[src/rtl/seq_detect_pkg.sv]
// Shared definitions for the serial pattern detector: default pattern,
// overlap-mode encodings and the fill-counter width helper.
package seq_detect_pkg;

   localparam logic [3:0] PAT_RST_DEFAULT = 4'b1011;

   localparam bit OVL_ON  = 1'b1;
   localparam bit OVL_OFF = 1'b0;

   // fill must be able to hold the value pat_w itself
   function automatic int fill_width(input int pat_w);
      return $clog2(pat_w + 1);
   endfunction

endpackage

[src/rtl/seq_detect_sat_cnt.sv]
// Up-counter that sticks at all ones; clr and rst both return it to zero.
module seq_detect_sat_cnt #(
   parameter int CNT_W = 8
) (
   input  logic             clk,
   input  logic             rst,
   input  logic             clr,
   input  logic             inc,
   output logic [CNT_W-1:0] cnt
);

   logic [CNT_W-1:0] cnt_q;
   logic [CNT_W-1:0] cnt_d;

   always_comb begin
      cnt_d = cnt_q;
      if (clr) begin
         cnt_d = '0;
      end else if (inc && (cnt_q != '1)) begin
         cnt_d = cnt_q + CNT_W'(1);
      end
   end

   always_ff @(posedge clk) begin
      if (rst) begin
         cnt_q <= '0;
      end else begin
         cnt_q <= cnt_d;
      end
   end

   assign cnt = cnt_q;

endmodule

[src/rtl/seq_detect.sv]
// Serial pattern detector: shifts valid bits into a history register and
// compares the newest PAT_W bits against a programmable masked pattern.
module seq_detect
   import seq_detect_pkg::*;
#(
   parameter int               PAT_W   = 4,
   parameter logic [PAT_W-1:0] PAT_RST = PAT_W'(PAT_RST_DEFAULT),
   parameter int               CNT_W   = 8,
   parameter bit               OVERLAP = OVL_ON
) (
   input  logic             clk,
   input  logic             rst,
   input  logic             clr,
   input  logic             in_valid,
   input  logic             in_bit,
   input  logic             cfg_load,
   input  logic [PAT_W-1:0] cfg_pattern,
   input  logic [PAT_W-1:0] cfg_mask,
   output logic             match,
   output logic [CNT_W-1:0] match_cnt
);

   localparam int FILL_W = fill_width(PAT_W);

   logic [PAT_W-1:0]  pat_q, pat_d;
   logic [PAT_W-1:0]  mask_q, mask_d;
   logic [PAT_W-1:0]  hist_q, hist_d;
   logic [FILL_W-1:0] fill_q, fill_d;
   logic              match_q, match_d;

   logic [PAT_W-1:0]  cand;
   logic              hit;

   always_comb begin
      cand = {hist_q[PAT_W-2:0], in_bit};
      // clr and cfg_load outrank the data path, so a coincident bit never counts
      hit  = in_valid && !clr && !cfg_load
             && (fill_q >= FILL_W'(PAT_W - 1))
             && (((cand ^ pat_q) & mask_q) == '0);

      pat_d   = pat_q;
      mask_d  = mask_q;
      hist_d  = hist_q;
      fill_d  = fill_q;
      match_d = 1'b0;

      if (clr) begin
         hist_d = '0;
         fill_d = '0;
      end else if (cfg_load) begin
         pat_d  = cfg_pattern;
         mask_d = cfg_mask;
         hist_d = '0;
         fill_d = '0;
      end else if (in_valid) begin
         hist_d  = cand;
         match_d = hit;
         if (fill_q != FILL_W'(PAT_W)) begin
            fill_d = fill_q + FILL_W'(1);
         end
         if (hit && (OVERLAP == OVL_OFF)) begin
            fill_d = '0;
         end
      end
   end

   always_ff @(posedge clk) begin
      if (rst) begin
         pat_q   <= PAT_RST;
         mask_q  <= '1;
         hist_q  <= '0;
         fill_q  <= '0;
         match_q <= 1'b0;
      end else begin
         pat_q   <= pat_d;
         mask_q  <= mask_d;
         hist_q  <= hist_d;
         fill_q  <= fill_d;
         match_q <= match_d;
      end
   end

   seq_detect_sat_cnt #(
      .CNT_W (CNT_W)
   ) u_cnt (
      .clk (clk),
      .rst (rst),
      .clr (clr),
      .inc (hit),
      .cnt (match_cnt)
   );

   assign match = match_q;

endmodule

[config.mk]
export PLATFORM = sky130hd
export DESIGN_NAME = seq_detect
export DESIGN_NICKNAME = d
export VERILOG_FILES = /design/src/rtl/seq_detect_pkg.sv /design/src/rtl/seq_detect_sat_cnt.sv /design/src/rtl/seq_detect.sv
export SDC_FILE = /design/constraint.sdc
export NUM_CORES = 1
export LEC_CHECK = 0
export ABC_AREA = 1
export BUFFER_PORTS_ARGS = -buffer_cell sky130_fd_sc_hd__buf_4
export CAP_MARGIN = 10
export CORE_UTILIZATION = 60
export CTS_BUF_LIST = sky130_fd_sc_hd__clkbuf_4 sky130_fd_sc_hd__clkbuf_8
export DETAILED_ROUTE_END_ITERATION = 7
export HOLD_SLACK_MARGIN = 0.05
export PLACE_DENSITY_LB_ADDON = 0.15
export SYNTH_ARGS = -nofsm -noshare
export SYNTH_HDL_FRONTEND = slang
export SYNTH_SLANG_ARGS = --single-unit
[constraint.sdc]
create_clock -name clk -period 2.75 [get_ports clk]
set_clock_uncertainty 0.15 [all_clocks]
set_input_delay 0.1375 -clock clk [delete_from_list [all_inputs] [get_ports clk]]
set_output_delay 0.1375 -clock clk [all_outputs]
set_load 0.05 [all_outputs]
==> results.toml <==
[clocking]
htreeDepth = 1
cts_tree = "built"
clk_pin_slew_ns = 0.12
clk_latency_ns = 0.32
cts_buffer_depth = 2
cts_hold_buf = 15
clock-sinks = 23
root_buffer = "clkbuf_4"
cts_buffers = 3
post_cts_resized = 0
postCtsSetupBuffers = 0

[synthesis]
syn_inst = 184
synth_fp_nets = 202
yosysTopAreaCellShare_pct = 38.8
ys_seq_elements = 23
synth_ff_type = "dfxtp_1"
synth_area_leaders = "dfxtp_1, nand2_1, inv_1"
ys_seq_area_share_pct = 38.8
syn_avg_cell_area_um2 = 6.45
yosysUniqueCellTypes = 18
ys_top_cells_by_count = "nand2_1, inv_1, nor2_1, dfxtp_1, nand3_1"
yosysWarnings = 0
yosysMostFrequentCell = "nand2_1"
syn_area_um2 = 1190
async_flop_share_pct = 0
synth.largest_area_cell = "dfxtp_1"
synth_edf_count = 0

[timing]
tightest_slew_ns = 0.769
drv_slew = 0
fin_crit_sh_pct = 82.6
rsz0062_at_grt = "no"
hold_viol = 0
setup_viol = 0
setup_tns_ns = 0
clock.fmax_ghz = 0.440
final.min_clock_period_ns = 2.27
maxSlewHeadroom_pct = 48.5
worst_hold_slack_ns = 0.340

[grt]
antenna_found_initial = 0
grt.overflow.total = 0
grt_pass1_wl_um = 5020
track_usage_pct = 33.8
grt_max_degree = 13
grt_pass1_vias = 1262

[detailed_routing]
vias_per_cell = 5.27
wl_per_cell_um = 12.6
ant_nets = 0
drcViolationCount = 0
dr.pass1.iters = 4
drt-initial-drc-count = 40
num_vias = 1301
routed_wl_um = 3110

[critical_path]
r2r_slack_ns = 0.67
crit_path_start_kind = "input port"
crit_path_max_incr_delay_ns = 0.57
reg2regPathDepth = 8
path_cells = "dlygate4sd3_1, buf_4, nor2_1, inv_1, nor2_1, inv_1, nor2_1, dlygate4sd3_1"
cpMostUsedCell = "nor2_1"
crit_path_max_fanout = 8
rr_endpoint = "u_cnt.cnt[7]"
critPathArrivalTime_ns = 2.38
crit_path_end_kind = "register"
rr_startpoint = "pat_q[1]"
crit_type = "input port to register"
required_ns = 2.86
cp_slowest_cell = "dlygate4sd3_1"

[finish]
drive_gt1_share_pct = 12.6
area_growth_pct = 29.8
insertedDiodeCount = 0
nets = 241
layoutNonFillerInstCount = 247
nFillCells = 96

[run_status]
status = "completed"

[run]
max_cap_viol_count = 0

[place]
dp_cells = 228
io_buffers = 22
dp_hpwl_um = 1890
gp_congestion = 0.759

[hold_path]
whs_path_depth = 2
hp-class = "register to register"
hp-start = "mask_q[0]"
hold_end = "mask_q[0]"

[floorplan]
die_h_um = 46.5
core_um2 = 1780
fp-row-count = 15
num_io_pins = 23
initial_utilization_pct = 66.6
die_w_um = 46.5
die_area_um2 = 2160

[power]
power_density_nw_per_um2 = 386
p_leak_nw = 0.746
vdd_ir_drop_max_v = 0.000325
-- power by group --
group	leakage [nW]	internal [W]	switching, W
Sequential	0.187	0.000342	0.00000587
Combinational	0.540	0.0000383	0.0000401
Clock	0.0184	0.0000666	0.000102
Total	0.746	0.000447	0.000148
-- registers in the layout, summed over array words and instances (netlist names) --
| name | flops |
|---|---|
| pat_q | 4 |
| match | 1 |
| mask_q | 4 |
| u_cnt.cnt | 8 |
| hist_q | 3 |
| fill_q | 3 |
-- layout by cell type, fill, tap and decap left out, drive strengths merged --
cell type / n
nand2: 54
inv: 32
nor2: 31
dfxtp: 23
buf: 22
dlygate4sd3: 15
nand3: 13
a21oi: 8
nand4: 6
o21ai: 4
ha: 4
clkbuf: 4
nor3: 2
o211ai: 2
xnor2: 1
xor2: 1
-- per-stage QoR --
stage               power [W]  util [%]  setup WS, ns  area [µm²]
floorplan            0.000388         -         0.921        1190
global placement     0.000409      76.4         0.909        1360
detailed placement   0.000412      76.4         0.811        1360
CTS                  0.000592      86.5         0.584        1540
global route         0.000615      86.5         0.329        1540
finish               0.000595      86.5         0.477        1540
-- layer usage --
metal | part of all wire [%] | track usage (%) | wire length, µm
met5 | 0 | 0 | 0
met4 | 4.5 | 21.2 | 140
met3 | 5.2 | 5.88 | 161
met2 | 51 | 61.7 | 1600
met1 | 39 | 34.8 | 1210
-- worst max path at each step --
| stage | from | endpoint | slack [ns] | cells past startpoint |
|---|---|---|---|---|
| after detailed placement | hist_q[0] | u_cnt.cnt[6] | 0.81 | 8 |
| after floorplan | u_cnt.cnt[0] | u_cnt.cnt[0] | 0.92 | 8 |
| final | rst | hist_q[0] | 0.48 | 8 |
| after global routing | clr | hist_q[0] | 0.33 | 8 |
| after global placement | fill_q[0] | u_cnt.cnt[6] | 0.91 | 9 |
| after CTS | clr | hist_q[0] | 0.58 | 8 |
-- layout make-up --
cell class	instances	area, µm²	share of cell area, %
timing repair buffer	37	315	20.5
clock buffer	4	30.0	1.95
tap	25	31.3	2.03
multi-input combinational	126	584	37.9
inverter	32	120	7.79
sequential	23	460	29.9
-- cells by family after synthesis --
group	share of synthesized area, %
AOI/OAI and AO/OA	6.32
buffers and inverters	12.0
adders and majority gates	4.22
and+or+nand+nor	37.2
DFF	38.8
xor gates and xnor gates	1.48
-- worst max-delay path: cells and delay by family --
family / cells / cell delay, ns
buffers and inverters: 5 / 1.54
and+or+nand+nor: 3 / 0.72
(Power assumes the default switching activity.)
